==> src/rtl/flash_port_arbiter_pkg.sv <==
// Shared definitions for the flash port arbiter slice.
// Contents: default byte-address width, word width, the arbiter FSM
// state encoding and a helper that derives the line-buffer tag width
// from an address width (tag = byte address without the 2 offset bits).
package flash_arb_pkg;

  localparam int unsigned ADDR_W_DEF = 24;
  localparam int unsigned WORD_W     = 32;
  localparam int unsigned TAG_W_DEF  = ADDR_W_DEF - 2;

  typedef enum logic [1:0] {
    ST_IDLE  = 2'd0,
    ST_ISSUE = 2'd1,
    ST_DONE  = 2'd2
  } arb_state_t;

  function automatic int unsigned tag_width(input int unsigned addr_w);
    return addr_w - 2;
  endfunction

endpackage

==> src/rtl/flash_port_arbiter_if.sv <==
// Bus bundle between the requesters / flash word reader and the arbiter.
// Requester side: req_valid, req_addr (port p at [p*ADDR_W +: ADDR_W]),
//   req_ready (one-cycle completion pulse), req_rdata (port p at
//   [p*32 +: 32]), inval (clear all line buffers).
// Flash side: mem_valid, mem_addr (word aligned), mem_ready (one-cycle
//   done pulse), mem_rdata.
// slave  : the arbiter's view.
// master : the surrounding system's view (requesters plus flash reader).
interface flash_port_arbiter_if
  import flash_arb_pkg::*;
#(
  parameter int unsigned NUM_PORTS = 2,
  parameter int unsigned ADDR_W    = ADDR_W_DEF
);

  logic [NUM_PORTS-1:0]        req_valid;
  logic [NUM_PORTS*ADDR_W-1:0] req_addr;
  logic [NUM_PORTS-1:0]        req_ready;
  logic [NUM_PORTS*WORD_W-1:0] req_rdata;
  logic                        inval;
  logic                        mem_valid;
  logic [ADDR_W-1:0]           mem_addr;
  logic                        mem_ready;
  logic [WORD_W-1:0]           mem_rdata;

  modport slave (
    input  req_valid, req_addr, inval, mem_ready, mem_rdata,
    output req_ready, req_rdata, mem_valid, mem_addr
  );

  modport master (
    output req_valid, req_addr, inval, mem_ready, mem_rdata,
    input  req_ready, req_rdata, mem_valid, mem_addr
  );

endinterface

==> src/rtl/flash_line_buf.sv <==
// One-word line buffer for a single requester port.
// Ports: clk, resetn (sync, active-low); lookup_tag / hit: combinational
// tag compare against the stored word; data: stored word; fill, fill_tag,
// fill_data: write a new word and mark it valid; clear: drop the valid bit.
// A clear coinciding with a fill still writes tag and data (the arbiter
// returns the fill word from here) but leaves the entry invalid.
module flash_line_buf
  import flash_arb_pkg::*;
#(
  parameter int unsigned ADDR_W = ADDR_W_DEF
) (
  input  logic                          clk,
  input  logic                          resetn,
  input  logic [tag_width(ADDR_W)-1:0]  lookup_tag,
  output logic                          hit,
  output logic [WORD_W-1:0]             data,
  input  logic                          fill,
  input  logic [tag_width(ADDR_W)-1:0]  fill_tag,
  input  logic [WORD_W-1:0]             fill_data,
  input  logic                          clear
);

  localparam int unsigned TAG_W = tag_width(ADDR_W);

  logic [TAG_W-1:0]  tag_q;
  logic [WORD_W-1:0] data_q;
  logic              valid_q;

  always_ff @(posedge clk) begin
    if (!resetn) begin
      tag_q   <= '0;
      data_q  <= '0;
      valid_q <= 1'b0;
    end else begin
      if (fill) begin
        tag_q  <= fill_tag;
        data_q <= fill_data;
      end
      if (clear) begin
        valid_q <= 1'b0;
      end else if (fill) begin
        valid_q <= 1'b1;
      end
    end
  end

  assign hit  = valid_q && (tag_q == lookup_tag);
  assign data = data_q;

endmodule

==> src/rtl/flash_port_arbiter.sv <==
// Shares one SPI flash word reader between NUM_PORTS requesters.
// Ports: clk, resetn (sync, active-low), bus (flash_port_arbiter_if.slave,
// carrying the per-port request/response signals, inval and the flash
// reader handshake).
// Each port owns a one-word line buffer; hits answer one cycle later on
// all ports in parallel. Misses are granted round-robin and issued to the
// flash one at a time (IDLE -> ISSUE -> DONE), with mem_valid dropped for
// at least one cycle between transactions.
module flash_port_arbiter
  import flash_arb_pkg::*;
#(
  parameter int unsigned NUM_PORTS = 2,
  parameter int unsigned ADDR_W    = ADDR_W_DEF
) (
  input logic                  clk,
  input logic                  resetn,
  flash_port_arbiter_if.slave  bus
);

  localparam int unsigned PW = (NUM_PORTS > 1) ? $clog2(NUM_PORTS) : 1;

  arb_state_t        state, state_n;
  logic [PW-1:0]     grant, grant_n;
  logic [PW-1:0]     rr, rr_n;
  logic [PW-1:0]     pick;
  logic              found;
  logic              mem_valid_q, mem_valid_n;
  logic [ADDR_W-1:0] mem_addr_q, mem_addr_n;

  logic [NUM_PORTS-1:0] ready_q, ready_n;
  logic [NUM_PORTS-1:0] buf_hit, hit, miss, fill, done_resp;
  logic [WORD_W-1:0]    rdata_q  [NUM_PORTS];
  logic [WORD_W-1:0]    rdata_n  [NUM_PORTS];
  logic [WORD_W-1:0]    buf_data [NUM_PORTS];
  logic [ADDR_W-1:0]    addr_a   [NUM_PORTS];

  for (genvar p = 0; p < NUM_PORTS; p++) begin : g_port
    assign addr_a[p] = bus.req_addr[p*ADDR_W +: ADDR_W];

    flash_line_buf #(.ADDR_W(ADDR_W)) u_buf (
      .clk        (clk),
      .resetn     (resetn),
      .lookup_tag (addr_a[p][ADDR_W-1:2]),
      .hit        (buf_hit[p]),
      .data       (buf_data[p]),
      .fill       (fill[p]),
      .fill_tag   (mem_addr_q[ADDR_W-1:2]),
      .fill_data  (bus.mem_rdata),
      .clear      (bus.inval)
    );

    // A port already pulsing ready this cycle is neither a hit nor a miss:
    // its requester is about to drop valid.
    assign hit[p]  = bus.req_valid[p] & buf_hit[p] & ~ready_q[p];
    assign miss[p] = bus.req_valid[p] & ~hit[p] & ~ready_q[p];

    assign fill[p]      = (state == ST_ISSUE) && bus.mem_ready && (grant == PW'(p));
    assign done_resp[p] = (state == ST_DONE) && bus.req_valid[p] && (grant == PW'(p));

    // Both response paths read the buffer: a fill always writes the data,
    // even when a coincident inval keeps the entry invalid.
    assign ready_n[p] = hit[p] | done_resp[p];
    assign rdata_n[p] = ready_n[p] ? buf_data[p] : rdata_q[p];

    assign bus.req_rdata[p*WORD_W +: WORD_W] = rdata_q[p];
  end

  // Round-robin pick: first miss at or after rr, wrapping.
  always_comb begin
    found = 1'b0;
    pick  = rr;
    for (int unsigned i = 0; i < NUM_PORTS; i++) begin
      int unsigned   cand_w;
      logic [PW-1:0] cand;
      cand_w = 32'(rr) + i;
      if (cand_w >= NUM_PORTS) cand_w = cand_w - NUM_PORTS;
      cand = PW'(cand_w);
      if (!found && miss[cand]) begin
        found = 1'b1;
        pick  = cand;
      end
    end
  end

  always_comb begin
    state_n     = state;
    grant_n     = grant;
    rr_n        = rr;
    mem_valid_n = mem_valid_q;
    mem_addr_n  = mem_addr_q;
    case (state)
      ST_IDLE: begin
        if (found) begin
          grant_n     = pick;
          mem_addr_n  = addr_a[pick] & ~ADDR_W'(3);
          mem_valid_n = 1'b1;
          state_n     = ST_ISSUE;
        end
      end
      ST_ISSUE: begin
        if (bus.mem_ready) begin
          mem_valid_n = 1'b0;
          state_n     = ST_DONE;
        end
      end
      ST_DONE: begin
        rr_n    = (grant == PW'(NUM_PORTS - 1)) ? '0 : grant + PW'(1);
        state_n = ST_IDLE;
      end
      default: state_n = ST_IDLE;
    endcase
  end

  always_ff @(posedge clk) begin
    if (!resetn) begin
      state       <= ST_IDLE;
      grant       <= '0;
      rr          <= '0;
      mem_valid_q <= 1'b0;
      mem_addr_q  <= '0;
      ready_q     <= '0;
      rdata_q     <= '{default: '0};
    end else begin
      state       <= state_n;
      grant       <= grant_n;
      rr          <= rr_n;
      mem_valid_q <= mem_valid_n;
      mem_addr_q  <= mem_addr_n;
      ready_q     <= ready_n;
      rdata_q     <= rdata_n;
    end
  end

  assign bus.req_ready = ready_q;
  assign bus.mem_valid = mem_valid_q;
  assign bus.mem_addr  = mem_addr_q;

endmodule

==> src/flat_wrapper.sv <==
// flat-port wrapper written by rule: the top's interface ports become plain ports
module flash_port_arbiter_flat import flash_arb_pkg::*;
#(
  parameter int unsigned NUM_PORTS = 2,
  parameter int unsigned ADDR_W    = ADDR_W_DEF
)
  (clk, resetn, bus_req_valid, bus_req_addr, bus_inval, bus_mem_ready, bus_mem_rdata, bus_req_ready, bus_req_rdata, bus_mem_valid, bus_mem_addr);
  flash_port_arbiter_if #(.NUM_PORTS(NUM_PORTS), .ADDR_W(ADDR_W)) bus_i ();
  input logic clk;
  input logic resetn;
  input wire logic [$bits(bus_i.req_valid)-1:0] bus_req_valid;
  input wire logic [$bits(bus_i.req_addr)-1:0] bus_req_addr;
  input wire logic [$bits(bus_i.inval)-1:0] bus_inval;
  input wire logic [$bits(bus_i.mem_ready)-1:0] bus_mem_ready;
  input wire logic [$bits(bus_i.mem_rdata)-1:0] bus_mem_rdata;
  output wire logic [$bits(bus_i.req_ready)-1:0] bus_req_ready;
  output wire logic [$bits(bus_i.req_rdata)-1:0] bus_req_rdata;
  output wire logic [$bits(bus_i.mem_valid)-1:0] bus_mem_valid;
  output wire logic [$bits(bus_i.mem_addr)-1:0] bus_mem_addr;
  assign bus_i.req_valid = bus_req_valid;
  assign bus_i.req_addr = bus_req_addr;
  assign bus_i.inval = bus_inval;
  assign bus_i.mem_ready = bus_mem_ready;
  assign bus_i.mem_rdata = bus_mem_rdata;
  assign bus_req_ready = bus_i.req_ready;
  assign bus_req_rdata = bus_i.req_rdata;
  assign bus_mem_valid = bus_i.mem_valid;
  assign bus_mem_addr = bus_i.mem_addr;
  flash_port_arbiter #(.NUM_PORTS(NUM_PORTS), .ADDR_W(ADDR_W)) u_core (.clk(clk), .resetn(resetn), .bus(bus_i));
endmodule
==> config.mk <==
export PLATFORM = sky130hd
export DESIGN_NAME = flash_port_arbiter_flat
export DESIGN_NICKNAME = d
export VERILOG_FILES = /design/src/rtl/flash_port_arbiter_pkg.sv /design/src/rtl/flash_port_arbiter_if.sv /design/src/rtl/flash_line_buf.sv /design/src/rtl/flash_port_arbiter.sv /design/src/flat_wrapper.sv
export SDC_FILE = /design/constraint.sdc
export NUM_CORES = 1
export LEC_CHECK = 0
export CAP_MARGIN = 20
export CORE_ASPECT_RATIO = 0.7
export CORE_MARGIN = 8
export CORE_UTILIZATION = 25
export CTS_BUF_LIST = sky130_fd_sc_hd__clkbuf_4
export CTS_CLUSTER_DIAMETER = 60
export DETAILED_ROUTE_END_ITERATION = 16
export GPL_TIMING_DRIVEN = 0
export PLACE_DENSITY = 0.47
export SLEW_MARGIN = 20
export SYNTH_ARGS = -nofsm -noshare
export SYNTH_HDL_FRONTEND = slang
export SYNTH_SLANG_ARGS = --single-unit
==> constraint.sdc <==
create_clock -name clk -period 4 [get_ports clk]
set_clock_uncertainty 0.2 [all_clocks]
set_input_delay 1.2 -clock clk [delete_from_list [all_inputs] [get_ports clk]]
set_output_delay 1.2 -clock clk [all_outputs]
set_load 0.03 [all_outputs]
# Word-level counts from Yosys, hierarchy flattened
# Cells that the tools add are included.
# word_totals
reg_bits	203
elab_cells	83
# op_classes
add_sub_neg	4
n_lt_le_gt_ge	5
eq_ne	6
muxes	20
bitwise_logic	17
reduce_logical	17
# ops
operator	n
two-way mux 24 bit	3
equality test 22 bit	2
two-way mux 1 bit	13
logical AND 1 bit	10
bitwise AND 1 bit	8
inverter 1 bit	6
greater-or-equal comparator 2 bit, second input constant	2
< comparator 1 x 2 -> 1 bit, second input constant	2
two-way mux 2 bit	2
one-hot mux 2 bit (2 select lines)	1
AND reduction 2 bit	2
AND reduction 3 bit	1
adder 1 x 1 -> 2 bit, second input constant	1
equality test 2 x 1 -> 1 bit, second input constant	1
equality test 2 bit, second input constant	1
greater-or-equal comparator 1 x 2 -> 1 bit, second input constant	1
logical NOT 2 bit	1
!= test 2 x 1 -> 1 bit, second input constant	1
!= test 2 bit, second input constant	1
inverter 1 -> 2 bit	1
bitwise OR 1 bit	2
one-hot mux 1 bit (2 select lines)	1
nonzero test 2 bit	1
OR reduction 2 bit	1
3 further kinds	4

# Depth between registers and ports, before layout
# depth
depth_word	17
mapped_depth	8
ltp_nobuf	6

# By module
# A second synthesis with hierarchy kept.
# hier_totals
hier_cells	860
hier_area_um2	8415.6
# modules_own_cells
mod	n_inst	cells_per_inst	area_per_inst_um2	seq_area_each_um2
flash_line_buf	2	207	2323.5	1101.1
flash_port_arbiter	1	446	3768.6	1861.8

# Least setup slack after synthesis
# Ideal clock, no wire load.
# synth_path
kind	input port to flip-flop
from	input port bus_req_addr[27]
to	register u_core.mem_addr_q[3], in the netlist u_core.bus.mem_addr[3]
setup_time_ps	167
arrival_time_ps	2810
slack_ps	823
cell_stages	7
n_path_buf	1
cell_sequence	xnor2_1 nand4_1 or2_0 or4_4 a311oi_4 buf_6 a222oi_1
# synth_via
elab_chain_cells	17
word_cells_on_any_way	22
# synth_lines
item	line_no	text
from (decl)	flat_wrapper.sv:12	input wire logic [$bits(bus_i.req_addr)-1:0] bus_req_addr;
equality test 22 bit	flash_line_buf.sv:47	assign hit = valid_q && (tag_q == lookup_tag);
logical AND 1 bit	flash_line_buf.sv:47	
bitwise AND 1 bit (2 in series)	flash_port_arbiter.sv:54	assign hit[p] = bus.req_valid[p] & buf_hit[p] & ~ready_q[p];
inverter 1 bit	flash_port_arbiter.sv:55	assign miss[p] = bus.req_valid[p] & ~hit[p] & ~ready_q[p];
bitwise AND 1 bit (2 in series)	flash_port_arbiter.sv:55	
two-way mux 1 bit (implied by the code) (2 in series)	flash_port_arbiter.sv:78	if (!found && miss[cand]) begin
two-way mux 1 bit	flash_port_arbiter.sv:78	
logical NOT 1 bit	flash_port_arbiter.sv:78	
logical AND 1 bit	flash_port_arbiter.sv:78	
two-way mux 1 bit	flash_port_arbiter.sv:78	
inverter 1 -> 2 bit (implied by the code)	flash_port_arbiter.sv:95	mem_addr_n = addr_a[pick] & ~ADDR_W'(3);
two-way mux 24 bit (implied by the code) (3 in series)	flash_port_arbiter.sv:95	
to (signal assigned)	flash_port_arbiter.sv:128	mem_addr_q <= mem_addr_n;
to (decl)	flash_port_arbiter.sv:28	logic [ADDR_W-1:0] mem_addr_q, mem_addr_n;
# Several ways; a longest one is shown, not always the timed one. The select of a mux whose other input is x is not followed.
# A chain may end at the register's enable or synchronous reset.

# Final worst setup path
# layout_path
from	input port bus_req_addr[28]
to	register u_core.rdata_q (netlist bit u_core.bus.req_rdata[60])
# layout_via
elab_chain_cells	5
# layout_lines
item	line_no	text
equality test 22 bit	flash_line_buf.sv:47	
logical AND 1 bit	flash_line_buf.sv:47	
bitwise AND 1 bit (2 in series)	flash_port_arbiter.sv:54	
bitwise OR 1 bit	flash_port_arbiter.sv:62	assign ready_n[p] = hit[p] | done_resp[p];
to (signal assigned)	flash_port_arbiter.sv:130	rdata_q <= rdata_n;
to (decl)	flash_port_arbiter.sv:32	logic [WORD_W-1:0] rdata_q [NUM_PORTS];
# No other way between the ends.

==> metrics.txt <==
drt drc 0; GR Util met1 0.212; most common cell after layout, fill and taps aside nand2_1; final hold viol count 0; core area 31100 sq um; RSZ-0062 raised after global routing no; placer congestion estimate 0.877; CTS H-Tree Depth 2; sequential area share after synthesis 0.513; Critical Path RT 4.33 ns; GR Layer Usage met3 0.0506; wire length per cell approximately 18 microns; Setup Viol. Count Final 0; Layout Utilization 0.348; largest cells by area after synthesis dfxtp_1 51%, nand2_1 12%, mux2i_1 8.2%, a21oi_1 6.9%, nor2_1 3.6%; die height 165 microns; vias in the first global route 7247; total power 4.59 mW; post-synth top area cell dfxtp_1; CP arrival about 4.0 ns; CTS Hold Bufs 0; initial antenna violation count 1; CTS Buf Count 55; Syn. warnings 0; starting density of the core 0.254; Slew headroom 0.365; Skew-Pair Late Insertion Delay 0.68 ns; Antenna Nets Post-Route 0; Sink Count 203; HPWL after detailed placement roughly 21000 microns; drt pass-1 iters 6; Area Growth Syn to Fin 36.9%; grt ovf 0; Synth Area in Adders 0; status finished clean; CP Launch Point bus_req_addr[28]; HP Start u_core.g_port[1].u_buf.data[26]; Peak Freq 272 MHz; RR Startpoint u_core.g_port[1].u_buf.tag_q[2]; power per cell area 424 nW/um^2; # diodes 0; share of cells above drive strength 1 0.0943; Worst Reg-to-Reg Cells 8; die width ~230 microns; fin nets 1236; CTS Root Cell clkbuf_4; simple-gate share of the synthesized area 0.190; fin crit share 0.920; die area 37700 sq um; largest net degree at the start of global routing 14; peak supply drop 0.000138 V; Compound-Gate Fraction of Synth Area 0.108; fin. max-slew vios 0; most used routing layer met2; TNS Setup 0 ns; vias per cell approximately 4.5; CTS tree yes; Avg Inst Size Synth 8.59 sq um; Post-synth top flop dfxtp_1; worst slew pin tran 0.951 ns; Hold Path Cell Cnt 2; # fillers ~3300; Unique masters post-synth 39; placed inst area 10100 sq um; hold crit path type reg -> reg; Post-synth EDFFs 0; num rows 54; vias ~7200; Design Area, Final between 10000 and 15000 sq um; fin crit period 3.68 ns; Netlist Area Pre-Place 7920 sq um; IO Port Bufs 170; Critical Path Start Type input pin; Iteration-0 DRC Markers slightly above 500; met2 Resource Use GR 0.213; post-synth top area share 0.513; Post-Synthesis Cells approximately 920; clock buffer depth 3; postcts setup bufs 0; critical path type in -> reg; xor and xnor area share after synthesis 0.0487; CP max FO 10; Ports 177; FF+latch count, synth 203; Max Cap Violations 0; static leakage 3.86 nW; kind of end point of the critical path register; GRT Overall Usage 0.151; asr flop ratio synth 0; commonest non-fill, non-tap cells in the layout 243 x nand2_1, 203 x dfxtp_1, 170 x clkdlybuf4s50_1; final wirelength 28900 microns; WHS approximately 0.25 ns; Reg clk slew, reported paths ~0.060 ns; largest family of logic cells by synthesized area simple AND/OR/NAND/NOR gates; post-cts gate resize count 0; first-pass GRT wire length 43600 microns; post-synthesis mux area share 0.0822
report_power, final:
group / internal, mW / total [mW] / switching, mW
Combinational: 0.238 / 0.582 / 0.344
Clock: 0.974 / 1.84 / 0.870
Sequential: 2.10 / 2.17 / 0.0697
metal layers:
layer | wire length (microns) | share of wire | vias to the layer above
met5 | 13 | 0.00045 | -
met4 | 579 | 0.020 | 2
met2 | 11600 | 0.40 | 242
met3 | 2470 | 0.085 | 53
li1 | - | - | 3530
met1 | 14300 | 0.49 | 3369
synth_stat cells (2+ instances only):
library cell and instances:
nand3b_1 2, buf_4 2, buf_2 8, nand2b_1 2
dfxtp_1 203, buf_6 5, mux2i_1 65, clkbuf_1 40
o21a_1 4, and2_1 2, nor2_1 76, nand3_1 4
nand2_1 243, xnor2_1 22, nor4_1 12, inv_1 46
nor3_1 2, xor2_1 22, a222oi_1 22, nor3b_1 2
a21oi_1 109, nand4_1 12
per-stage QoR:
stage	instances	worst slack (ns)
final	1608	0.322
after global routing	1608	0.231
after CTS	1608	0.379
after detailed placement	1513	-0.374
after global placement	1513	-0.397
after floorplan	923	0.823
state kept, by name, indices dropped and copies added (netlist names):
signal and cells:
u_core.state 2, u_core.grant 1, u_core.g_port.u_buf.tag_q 44, u_core.bus.mem_valid 1
u_core.rr 1, u_core.g_port.u_buf.data 64, u_core.bus.req_rdata 64, u_core.bus.req_ready 2
u_core.bus.mem_addr 22, u_core.g_port.u_buf.valid_q 2
worst max-delay path, cell delays in order:
cell and delay, ns:
clkdlybuf4s50_1 0.44, xnor2_1 0.44, nand4_1 0.14, nor4_1 0.38, a21bo_2 0.19, clkbuf_1 0.49, buf_2 0.43, mux2i_1 0.23
nor2_1 0.06
area by class of cell:
cell class	instances	area (sq um)	share of cell area
well taps	420	526	0.0485
flip-flops and latches	203	4060	0.375
inverters	46	173	0.0159
clock inverters	8	31.3	0.00289
multi-input cells	617	3410	0.315
clock buffers	87	653	0.0603
repair buffers	170	1700	0.157
plain buffers	57	280	0.0259
worst paths after layout:
path	slack (ns)	end
setup / recovery	0.32	u_core.bus.req_rdata[60]
hold / removal	0.25	u_core.g_port[1].u_buf.data[26]
setup reg to reg	0.96	u_core.bus.req_rdata[60]
hold reg to reg	0.25	u_core.g_port[1].u_buf.data[26]
logic make-up after synthesis:
family          after synthesis
compound gates              141
mux                          65
buf+inv                     103
xor+xnor                     44
simple gates                365
flops                       203
other cells                   1
Power figures use the tool's default switching activity.
